[src/rtl/sys_defs.sv]
// Shared data-cache definitions: geometry, bus command encodings, request FSM
// states and the MSHR entry layout used by the request controller.
package sys_defs;

  localparam int DCACHE_INDEX_SIZE = 5;
  localparam int DCACHE_TAG_SIZE   = 64 - 3 - DCACHE_INDEX_SIZE;
  localparam int DCACHE_LINE_W     = DCACHE_TAG_SIZE + DCACHE_INDEX_SIZE;
  localparam int ROB_IDX_W         = 5;
  localparam int MEM_TAG_W         = 4;

  localparam logic [1:0] BUS_NONE  = 2'd0;
  localparam logic [1:0] BUS_LOAD  = 2'd1;
  localparam logic [1:0] BUS_STORE = 2'd2;

  typedef enum logic [1:0] {
    IDLE,
    LOOKUP,
    WRITEBACK,
    FILL_REQ
  } dcache_state_e;

  typedef struct packed {
    logic                 valid;
    logic [MEM_TAG_W-1:0] mem_tag;
    logic [ROB_IDX_W-1:0] rob_idx;
    logic                 is_load;
  } mshr_entry_t;

  // Byte address of the first byte of a cache line.
  function automatic logic [63:0] line_addr(input logic [DCACHE_TAG_SIZE-1:0]   tag,
                                            input logic [DCACHE_INDEX_SIZE-1:0] index);
    return {tag, index, 3'b000};
  endfunction

endpackage

[src/rtl/dcache_mshr.sv]
// Miss status holding registers: tracks outstanding line fills by memory tag,
// allocates the lowest free slot and frees a slot when its tag completes.
module dcache_mshr
  import sys_defs::*;
#(
  parameter int MSHR_DEPTH = 4
) (
  input  logic                 clock,
  input  logic                 reset,
  input  logic                 alloc_en,
  input  logic [MEM_TAG_W-1:0] alloc_tag,
  input  logic [ROB_IDX_W-1:0] alloc_rob_idx,
  input  logic                 alloc_is_load,
  input  logic [MEM_TAG_W-1:0] cmpl_tag,
  output logic                 cmpl_hit,
  output logic                 cmpl_is_load,
  output logic [ROB_IDX_W-1:0] cmpl_rob_idx,
  output logic                 full
);

  mshr_entry_t [MSHR_DEPTH-1:0] entries_q, entries_d;
  logic                         alloc_done;

  always_comb begin
    entries_d    = entries_q;
    cmpl_hit     = 1'b0;
    cmpl_is_load = 1'b0;
    cmpl_rob_idx = '0;
    alloc_done   = 1'b0;
    full         = 1'b1;

    for (int i = 0; i < MSHR_DEPTH; i++) begin
      full = full & entries_q[i].valid;
      if (!cmpl_hit && (cmpl_tag != '0) && entries_q[i].valid &&
          (entries_q[i].mem_tag == cmpl_tag)) begin
        cmpl_hit           = 1'b1;
        cmpl_is_load       = entries_q[i].is_load;
        cmpl_rob_idx       = entries_q[i].rob_idx;
        entries_d[i].valid = 1'b0;
      end
    end

    // Allocation looks at the post-completion view so a slot freed this
    // cycle can be handed out again immediately.
    for (int i = 0; i < MSHR_DEPTH; i++) begin
      if (alloc_en && !alloc_done && !entries_d[i].valid) begin
        entries_d[i] = '{valid: 1'b1, mem_tag: alloc_tag,
                         rob_idx: alloc_rob_idx, is_load: alloc_is_load};
        alloc_done   = 1'b1;
      end
    end
  end

  always_ff @(posedge clock) begin
    if (reset) begin
      entries_q <= '0;
    end else begin
      entries_q <= entries_d;
    end
  end

endmodule

[src/rtl/dcache_req_ctrl.sv]
// Data-cache request controller: accepts one LSQ access at a time, probes the
// array, writes back dirty victims, issues line fills and returns load data.
module dcache_req_ctrl
  import sys_defs::*;
#(
  parameter int MSHR_DEPTH = 4
) (
  input  logic                         clock,
  input  logic                         reset,

  input  logic                         lsq_req_valid,
  input  logic                         lsq_req_is_store,
  input  logic [63:0]                  lsq_req_addr,
  input  logic [63:0]                  lsq_req_data,
  input  logic [ROB_IDX_W-1:0]         lsq_req_rob_idx,
  output logic                         lsq_req_ready,

  output logic                         lsq_resp_valid,
  output logic [63:0]                  lsq_resp_data,
  output logic [ROB_IDX_W-1:0]         lsq_resp_rob_idx,

  output logic [DCACHE_INDEX_SIZE-1:0] index_out,
  output logic [DCACHE_TAG_SIZE-1:0]   tag_out,
  output logic                         read_enable,
  output logic                         write_enable,
  output logic [63:0]                  write_data_out,
  input  logic                         data_is_valid,
  input  logic                         data_is_miss,
  input  logic                         data_is_dirty,
  input  logic                         cache_is_full,
  input  logic [63:0]                  cache_data_in,
  input  logic [DCACHE_TAG_SIZE-1:0]   victim_tag_in,

  output logic [1:0]                   mem_command,
  output logic [63:0]                  mem_addr,
  input  logic [MEM_TAG_W-1:0]         mem_response,
  input  logic [MEM_TAG_W-1:0]         mem_tag
);

  dcache_state_e               state_q, state_d;
  logic [DCACHE_LINE_W-1:0]    line_q, line_d;
  logic [63:0]                 data_q, data_d;
  logic                        is_store_q, is_store_d;
  logic [ROB_IDX_W-1:0]        rob_idx_q, rob_idx_d;
  logic                        resp_valid_q, resp_valid_d;
  logic [63:0]                 resp_data_q, resp_data_d;
  logic [ROB_IDX_W-1:0]        resp_rob_idx_q, resp_rob_idx_d;

  logic                        mshr_full;
  logic                        alloc_en;
  logic                        cmpl_hit;
  logic                        cmpl_is_load;
  logic [ROB_IDX_W-1:0]        cmpl_rob_idx;

  logic [DCACHE_INDEX_SIZE-1:0] line_index;
  logic [DCACHE_TAG_SIZE-1:0]   line_tag;
  logic                         unused_offset;

  assign line_index    = line_q[DCACHE_INDEX_SIZE-1:0];
  assign line_tag      = line_q[DCACHE_INDEX_SIZE +: DCACHE_TAG_SIZE];
  assign unused_offset = ^lsq_req_addr[2:0];

  dcache_mshr #(.MSHR_DEPTH(MSHR_DEPTH)) u_mshr (
    .clock         (clock),
    .reset         (reset),
    .alloc_en      (alloc_en),
    .alloc_tag     (mem_response),
    .alloc_rob_idx (rob_idx_q),
    .alloc_is_load (!is_store_q),
    .cmpl_tag      (mem_tag),
    .cmpl_hit      (cmpl_hit),
    .cmpl_is_load  (cmpl_is_load),
    .cmpl_rob_idx  (cmpl_rob_idx),
    .full          (mshr_full)
  );

  always_comb begin
    state_d        = state_q;
    line_d         = line_q;
    data_d         = data_q;
    is_store_d     = is_store_q;
    rob_idx_d      = rob_idx_q;
    resp_valid_d   = 1'b0;
    resp_data_d    = resp_data_q;
    resp_rob_idx_d = resp_rob_idx_q;
    alloc_en       = 1'b0;

    if (cmpl_hit && cmpl_is_load) begin
      resp_valid_d   = 1'b1;
      resp_data_d    = cache_data_in;
      resp_rob_idx_d = cmpl_rob_idx;
    end

    case (state_q)
      IDLE: begin
        if (lsq_req_valid && lsq_req_ready) begin
          line_d     = lsq_req_addr[63:3];
          data_d     = lsq_req_data;
          is_store_d = lsq_req_is_store;
          rob_idx_d  = lsq_req_rob_idx;
          state_d    = LOOKUP;
        end
      end
      LOOKUP: begin
        if (data_is_valid) begin
          if (is_store_q) begin
            state_d = IDLE;
          end else if (!cmpl_hit) begin
            // A completing fill owns the response port; the hit is replayed.
            resp_valid_d   = 1'b1;
            resp_data_d    = cache_data_in;
            resp_rob_idx_d = rob_idx_q;
            state_d        = IDLE;
          end
        end else if (data_is_miss && !cache_is_full) begin
          state_d = data_is_dirty ? WRITEBACK : FILL_REQ;
        end
      end
      WRITEBACK: begin
        if (mem_response != '0) state_d = FILL_REQ;
      end
      FILL_REQ: begin
        if (mem_response != '0) begin
          alloc_en = 1'b1;
          state_d  = IDLE;
        end
      end
      default: state_d = IDLE;
    endcase
  end

  always_ff @(posedge clock) begin
    if (reset) begin
      state_q        <= IDLE;
      line_q         <= '0;
      data_q         <= '0;
      is_store_q     <= 1'b0;
      rob_idx_q      <= '0;
      resp_valid_q   <= 1'b0;
      resp_data_q    <= '0;
      resp_rob_idx_q <= '0;
    end else begin
      state_q        <= state_d;
      line_q         <= line_d;
      data_q         <= data_d;
      is_store_q     <= is_store_d;
      rob_idx_q      <= rob_idx_d;
      resp_valid_q   <= resp_valid_d;
      resp_data_q    <= resp_data_d;
      resp_rob_idx_q <= resp_rob_idx_d;
    end
  end

  // Array and bus outputs decode straight from the state registers and are
  // held at zero throughout the reset cycle.
  always_comb begin
    lsq_req_ready    = 1'b0;
    lsq_resp_valid   = 1'b0;
    lsq_resp_data    = '0;
    lsq_resp_rob_idx = '0;
    index_out        = '0;
    tag_out          = '0;
    read_enable      = 1'b0;
    write_enable     = 1'b0;
    write_data_out   = '0;
    mem_command      = BUS_NONE;
    mem_addr         = '0;

    if (!reset) begin
      lsq_req_ready    = (state_q == IDLE) && !mshr_full;
      lsq_resp_valid   = resp_valid_q;
      lsq_resp_data    = resp_data_q;
      lsq_resp_rob_idx = resp_rob_idx_q;
      if (state_q != IDLE) begin
        index_out = line_index;
        tag_out   = line_tag;
      end
      case (state_q)
        LOOKUP: begin
          read_enable  = !is_store_q;
          write_enable = is_store_q;
          if (is_store_q) write_data_out = data_q;
        end
        WRITEBACK: begin
          mem_command = BUS_STORE;
          mem_addr    = line_addr(victim_tag_in, line_index);
        end
        FILL_REQ: begin
          mem_command = BUS_LOAD;
          mem_addr    = line_addr(line_tag, line_index);
          read_enable = 1'b1;
        end
        default: ;
      endcase
    end
  end

endmodule

[config.mk]
export PLATFORM = sky130hd
export DESIGN_NAME = dcache_req_ctrl
export DESIGN_NICKNAME = d
export VERILOG_FILES = /design/src/rtl/sys_defs.sv /design/src/rtl/dcache_mshr.sv /design/src/rtl/dcache_req_ctrl.sv
export SDC_FILE = /design/constraint.sdc
export NUM_CORES = 1
export LEC_CHECK = 0
export ABC_AREA = 1
export CORE_AREA = 2 2 209 211
export CTS_BUF_LIST = sky130_fd_sc_hd__clkbuf_4 sky130_fd_sc_hd__clkbuf_8
export CTS_CLUSTER_SIZE = 20
export DETAILED_ROUTE_END_ITERATION = 12
export DIE_AREA = 0 0 211 213
export PLACE_DENSITY = 0.53
export SYNTH_ARGS = -nofsm -noshare
export SYNTH_HDL_FRONTEND = slang
export SYNTH_SLANG_ARGS = --single-unit
[constraint.sdc]
create_clock -name clock -period 2.5 [get_ports clock]
set_input_delay 0.25 -clock clock [delete_from_list [all_inputs] [get_ports clock]]
set_output_delay 0.25 -clock clock [all_outputs]
set_load 0.03 [all_outputs]
==> results of run 1 <==
## final cells by class
cell class                 instances  area, um^2
tap                              546         683
timing repair buffer             588        5470
multi-input combinational       1055        4930
clock buffer                      85        1030
inverter                         197         747
clock inverter                     5        32.5
antenna                            4        10.0
fill                            4488       24800
sequential                       247        4950
## worst max-delay path: stages
cell	delay [ns]
clkdlybuf4s50_1	0.55
inv_6	0.15
buf_12	0.24
buf_4	0.24
nand2_1	0.11
o21ai_0	0.33
buf_4	0.23
## per-layer routing
layer	vias up	wire [um]	global-route usage [%]
met5	-	0	0
met4	0	1280	7.87
met3	78	2680	4.56
met2	330	23500	34.7
met1	5557	18700	23.0
li1	6140	-	-
## cell usage after synthesis
| master | number | area share (%) |
|---|---|---|
| buf_6 | 5 | 0.51 |
| buf_1 | 5 | 0.17 |
| or2_2 | 1 | 0.056 |
| o21ai_1 | 20 | 0.90 |
| a21oi_1 | 176 | 7.9 |
| nor3_1 | 1 | 0.045 |
| dfxtp_1 | 247 | 45 |
| nand4_1 | 2 | 0.11 |
| nor2_8 | 1 | 0.18 |
| nand2_1 | 342 | 12 |
| inv_2 | 15 | 0.51 |
| xnor2_1 | 1 | 0.079 |
| nand2_4 | 1 | 0.10 |
| nand3_2 | 5 | 0.45 |
| buf_4 | 6 | 0.41 |
| nor2_1 | 193 | 6.5 |
| o21a_1 | 1 | 0.068 |
| inv_1 | 182 | 6.2 |
| buf_8 | 2 | 0.27 |
| a21oi_2 | 45 | 3.6 |
| nand3_1 | 33 | 1.5 |
| nand4_4 | 1 | 0.19 |
| o21ai_0 | 212 | 9.6 |
| nor2_2 | 6 | 0.34 |
| nor2_4 | 3 | 0.30 |
| buf_2 | 20 | 0.90 |
| conb_1 | 1 | 0.034 |
| a211oi_1 | 1 | 0.068 |
| nand2_2 | 6 | 0.34 |
| clkbuf_1 | 74 | 2.5 |
| nand3_4 | 1 | 0.16 |
## path summary, 6_finish.rpt
kind / to
max: mem_addr[54]
min: rob_idx_q[4]$_SDFFE_PP0P_
max reg2reg: resp_data_q[38]$_SDFF_PP0_
min reg2reg: data_q[41]$_SDFFE_PP0P_
## power groups by stage
stage / sequential (mW) / combinational, mW / clock [mW]
after floorplan: 4.83 / 2.08 / 0
after global placement: 4.89 / 3.58 / 0
after detailed placement: 4.90 / 3.62 / 0
after CTS: 4.82 / 3.63 / 4.56
after global routing: 4.88 / 3.91 / 4.76
final: 4.82 / 3.58 / 4.41
## kinds of logic (layout without fill, tap and decap cells)
family          after synthesis  count (layout)  synth area share, %
other cells                   1               7               0.0338
compound gates              455             455                 22.1
simple gates                596             596                 21.9
buf+inv                     309             875                 11.4
flops                       247             247                 44.5
xor+xnor                      1               1               0.0789
## registers in the layout (all words and copies together), names as in the netlist, named ones only
| signal | flops |
|---|---|
| state_q | 1 |
| line_q | 61 |
| rob_idx_q | 5 |
| resp_rob_idx_q | 5 |
| resp_valid_q | 1 |
| resp_data_q | 64 |
| is_store_q | 1 |
| data_q | 64 |
| u_mshr.entries_q | 44 |
## timing repair
action                                  4_1_cts  5_1_grt
resized for setup                             3        3
pin swaps                                     0        0
buffers inserted                              0        0
endpoints found under the setup margin       65       48
==> impl_metrics.json, run 1 <==
{
  "yosys.cell_types.count": 31,
  "max_freq_ghz": 0.416,
  "place_inst": 2633,
  "cts_inserted_buffers": 49,
  "r2r_start": "state_q[0]$_SDFFE_PP0P_",
  "worst_slack_ns": 0.0984,
  "drtPass1Iterations": 4,
  "seq_area_frac_synth_pct": 44.5,
  "grt_pass1_wl_um": 68000,
  "synthCells": 1609,
  "reg2reg_depth": 9,
  "gp_congestion": 0.877,
  "end_kind": "output pin",
  "port_buffers": 526,
  "hp-start": "lsq_req_rob_idx[4]",
  "rsz0062_at_grt": "yes",
  "timing.final.crit_period_ns": 2.40,
  "core_area_um2": 42700,
  "grt_usage_pct": 19.7,
  "dieArea_um2": 44900,
  "status": "complete, no violations",
  "design_area_um2": 17900,
  "power.share.combinational_pct": 28.0,
  "routed-via-count": 12105,
  "insertion_delay_ns": 0.60,
  "cts_buffer_depth": 3,
  "intPower_mw": 8.60,
  "overflow": 0,
  "cts-root-buf": "clkbuf_8",
  "place_ws_ns": -0.131,
  "finish.utilization_pct": 41.8,
  "routed_via_density": 4.44,
  "ir_drop_uv": 353,
  "antenna_found_initial": 5,
  "setup_violations": 0,
  "synth_seq_cells": 247,
  "grt_max_degree": 85,
  "chipHeight_um": 213,
  "p_seq_share_pct": 37.6,
  "cts_hold_buffers": 0,
  "tritoncts": "yes",
  "cts_sinks": 247,
  "layoutNonFillerInstCount": 2727,
  "fin_hold_ws_ns": 0.202,
  "clkTransAtPathRegs_ns": 0.06,
  "switching_share_pct": 32.9,
  "nNetsFinal": 2407,
  "final_cell_mix": "nand2_1, buf_4, clkdlybuf4s50_1",
  "ios": 533,
  "r2r_setup_slack_ns": 0.43,
  "p_per_area_nw_per_um2": 718,
  "drc": 0,
  "cp_max_fo": 52,
  "dpl.hpwl_um": 34600,
  "first_global_vias": 11641,
  "worstHoldPathCells": 3,
  "row_count": 76,
  "finalWirelength_um": 46100,
  "syn_to_final_growth_pct": 60.8,
  "critPathKind": "primary input to output pin",
  "initial_core_util_pct": 26.0,
  "critPathArrivalTime_ns": 2.15,
  "antenna_left": 0,
  "p_sw_mw": 4.21,
  "cp.required_ns": 2.25,
  "postPlaceCellArea_um2": 16800,
  "htreeDepth": 2,
  "die_w_um": 211,
  "hold_violations": 0,
  "start_kind": "primary input",
  "cap_violations": 0,
  "mostFrequentLayoutCell": "nand2_1",
  "critPathLaunch": "reset",
  "power_mw": 12.8,
  "drive_above_1_share_pct": 23.2,
  "finalMaxSlewViolations": 0,
  "dr.first_iter.drc_count": 537,
  "wire_per_inst_um": 16.9,
  "hold_class": "primary input to register",
  "finalCritPeriodShare_pct": 96.1,
  "yosysWarnings": 0,
  "syn-cell-area_um2": 11100,
  "finalSetupTns_ns": 0,
  "pwr-share-clk_pct": 34.4,
  "leakagePower_nw": 7.95,
  "synth.avg_cell_area_um2": 6.90,
  "fin_skew_ns": 0.0290
}
(Power assumes the default switching activity.)
==> run 2: changes to the inputs <==
Settings changed: CELL_PAD_IN_SITES_DETAIL_PLACEMENT set to 0, CELL_PAD_IN_SITES_GLOBAL_PLACEMENT set to 2, CORE_AREA 2 2 209 211 to not set, CORE_UTILIZATION set to 21, DIE_AREA 0 0 211 213 to not set, PLACE_DENSITY 0.53 to 0.92.
==> run 2 against run 1 <==
Register-to-register slack is essentially flat. Worst setup slack gained 0.078 ns. Routed wire length shrank 3.5%. Cell count grew 4.9%. Core utilization shrank 7.0 points. Largest cell class unchanged. Design area grew 1.1%. Clock skew shrank 0.011 ns. Critical path depth is the same. Sequential share of layout area shrank 0.27 points. Via count grew 0.46%. Die area grew 20%.
==> impl_metrics.json, run 2 (same netlist as run 1, synthesis figures left out) <==
{
  "timing.final.crit_period_ns": 2.32,
  "insertion_delay_ns": 0.59,
  "clkTransAtPathRegs_ns": 0.05,
  "routed-via-count": 12161,
  "cpPeakStageDelay_ns": 0.39,
  "p_per_area_nw_per_um2": 696,
  "critPathArrivalTime_ns": 2.07,
  "cp_max_fo": 20,
  "postPlaceCellArea_um2": 17000,
  "syn_to_final_growth_pct": 62.6,
  "cts_hold_buffers": 0,
  "design_area_um2": 18100,
  "grtUsageMet3_pct": 3.75,
  "overflow": 0,
  "fin_skew_ns": 0.0176,
  "crit_chain": "nand2_1 -> nor2_4 -> buf_4 -> bufbuf_16 -> nand2_1 -> o21ai_0 -> buf_4",
  "first_global_vias": 11850,
  "gp_congestion": 0.881,
  "end_kind": "output pin",
  "max_freq_ghz": 0.430,
  "leakagePower_nw": 7.96,
  "hold_class": "primary input to register",
  "start_kind": "register",
  "pwr-share-clk_pct": 32.7,
  "intPower_mw": 8.43,
  "cp.required_ns": 2.25,
  "dieArea_um2": 53800,
  "setup_violations": 0,
  "antenna_found_initial": 6,
  "power.share.combinational_pct": 28.8,
  "place_ws_ns": -0.136,
  "r2r_setup_slack_ns": 0.44,
  "dpl.hpwl_um": 33300,
  "finalSetupTns_ns": 0,
  "critPathSlowestCell": "dfxtp_4",
  "tritoncts": "yes",
  "p_sw_mw": 4.13,
  "ir_drop_uv": 307,
  "mostFrequentLayoutCell": "nand2_1",
  "finalMaxSlewViolations": 0,
  "row_count": 83,
  "nNetsFinal": 2417,
  "critPathKind": "register to output pin",
  "grt_usage_pct": 15.9,
  "antenna_left": 0,
  "fill_cells": 5500,
  "initial_core_util_pct": 21.4,
  "grt_use_met1_pct": 18.6,
  "hold_violations": 0,
  "wire_per_inst_um": 15.6,
  "drtPass1Iterations": 5,
  "power_mw": 12.6,
  "multiInputGateArea_um2": 4940,
  "htreeDepth": 2,
  "routed_via_density": 4.25,
  "cap_violations": 0,
  "chipHeight_um": 232,
  "grt_pass1_wl_um": 66600,
  "cts_buffer_depth": 3,
  "core_area_um2": 51800,
  "fin_hold_ws_ns": 0.206,
  "final_cell_mix": "nand2_1, buf_4, clkdlybuf4s50_1",
  "drive_above_1_share_pct": 23.2,
  "port_buffers": 526,
  "status": "complete, no violations",
  "worst_slack_ns": 0.176,
  "switching_share_pct": 32.9,
  "biggestRegsByFlops": "data_q x64, resp_data_q x64, line_q x61",
  "use_met2_pct": 27.5,
  "seq_area_um2": 4950,
  "rsz0062_at_grt": "no",
  "grt_max_degree": 81,
  "cts_sinks": 247,
  "finalCritPeriodShare_pct": 92.9,
  "p_seq_share_pct": 38.5,
  "finalWirelength_um": 44500,
  "drc": 0,
  "cts-root-buf": "clkbuf_8",
  "ios": 533,
  "die_w_um": 232,
  "busiest_layer": "met2",
  "dr.first_iter.drc_count": 539,
  "cts_inserted_buffers": 48
}
[run 2: critical path, delay by kind of cell, from the launching register on]
kind | cells | cell delay, ns
flip-flops | 1 | 0.39
AND/OR/NAND/NOR | 3 | 0.31
AO/OA/AOI/OAI | 1 | 0.10
buffers and inverters | 3 | 0.68
[run 2: worst paths after layout]
| check | end | start | cells past startpoint |
|---|---|---|---|
| worst min-delay path | rob_idx_q[2]$_SDFFE_PP0P_ | lsq_req_rob_idx[2] | 3 |
| worst max-delay path | mem_addr[46] | register | 7 |
| worst min register to register | data_q[50]$_SDFFE_PP0P_ | data_q[50]$_SDFFE_PP0P_ | 2 |
| worst max register to register | u_mshr.entries_q[39]$_SDFFE_PP0P_ | u_mshr.entries_q[7]$_SDFFE_PP0P_ | 12 |
[run 2: routing by layer]
| layer | up-vias | part of all wire (%) |
|---|---|---|
| met2 | 380 | 49 |
| met3 | 82 | 5.8 |
| li1 | 6156 | - |
| met4 | 2 | 3.6 |
| met5 | - | 0.029 |
| met1 | 5541 | 41 |
[run 2: stage by stage]
stage               util [%]  instances
CTS                     34.8       2854
detailed placement      32.8       2776
global placement        32.8       2776
finish                  34.8       2860
floorplan                  -       1611
global route            34.8       2858
[run 2: area by class of cell]
type | instances | area share (%)
diodes | 6 | 0.0832
flip-flops and latches | 247 | 27.4
multi-input cells | 1055 | 27.4
clock inverters | 4 | 0.284
inverters | 197 | 4.15
repair buffers | 599 | 31.0
clock buffers | 72 | 5.00
well taps | 680 | 4.71
[run 2: what timing repair did]
item | in CTS | in global routing
endpoints found under the setup margin | 72 | 30
buffers inserted | 1 | 0
gates cloned | 1 | 0
pin swaps | 1 | 1
gates resized for setup | 8 | 4
[run 2: power groups by stage]
stage                     clock, mW  combinational (mW)  sequential, mW
after CTS                      4.30                3.66            4.83
after global placement            0                3.57            4.90
after floorplan                   0                2.08            4.83
after global routing           4.46                3.96            4.90
final                          4.11                3.62            4.83
after detailed placement          0                3.62            4.91
==> run 3: changes to the inputs <==
Settings changed: CAP_MARGIN set to 20, TNS_END_PERCENT set to 20.
==> results of run 3 <==
Same layout as run 2: the final DEF is identical, and so are final timing and power.
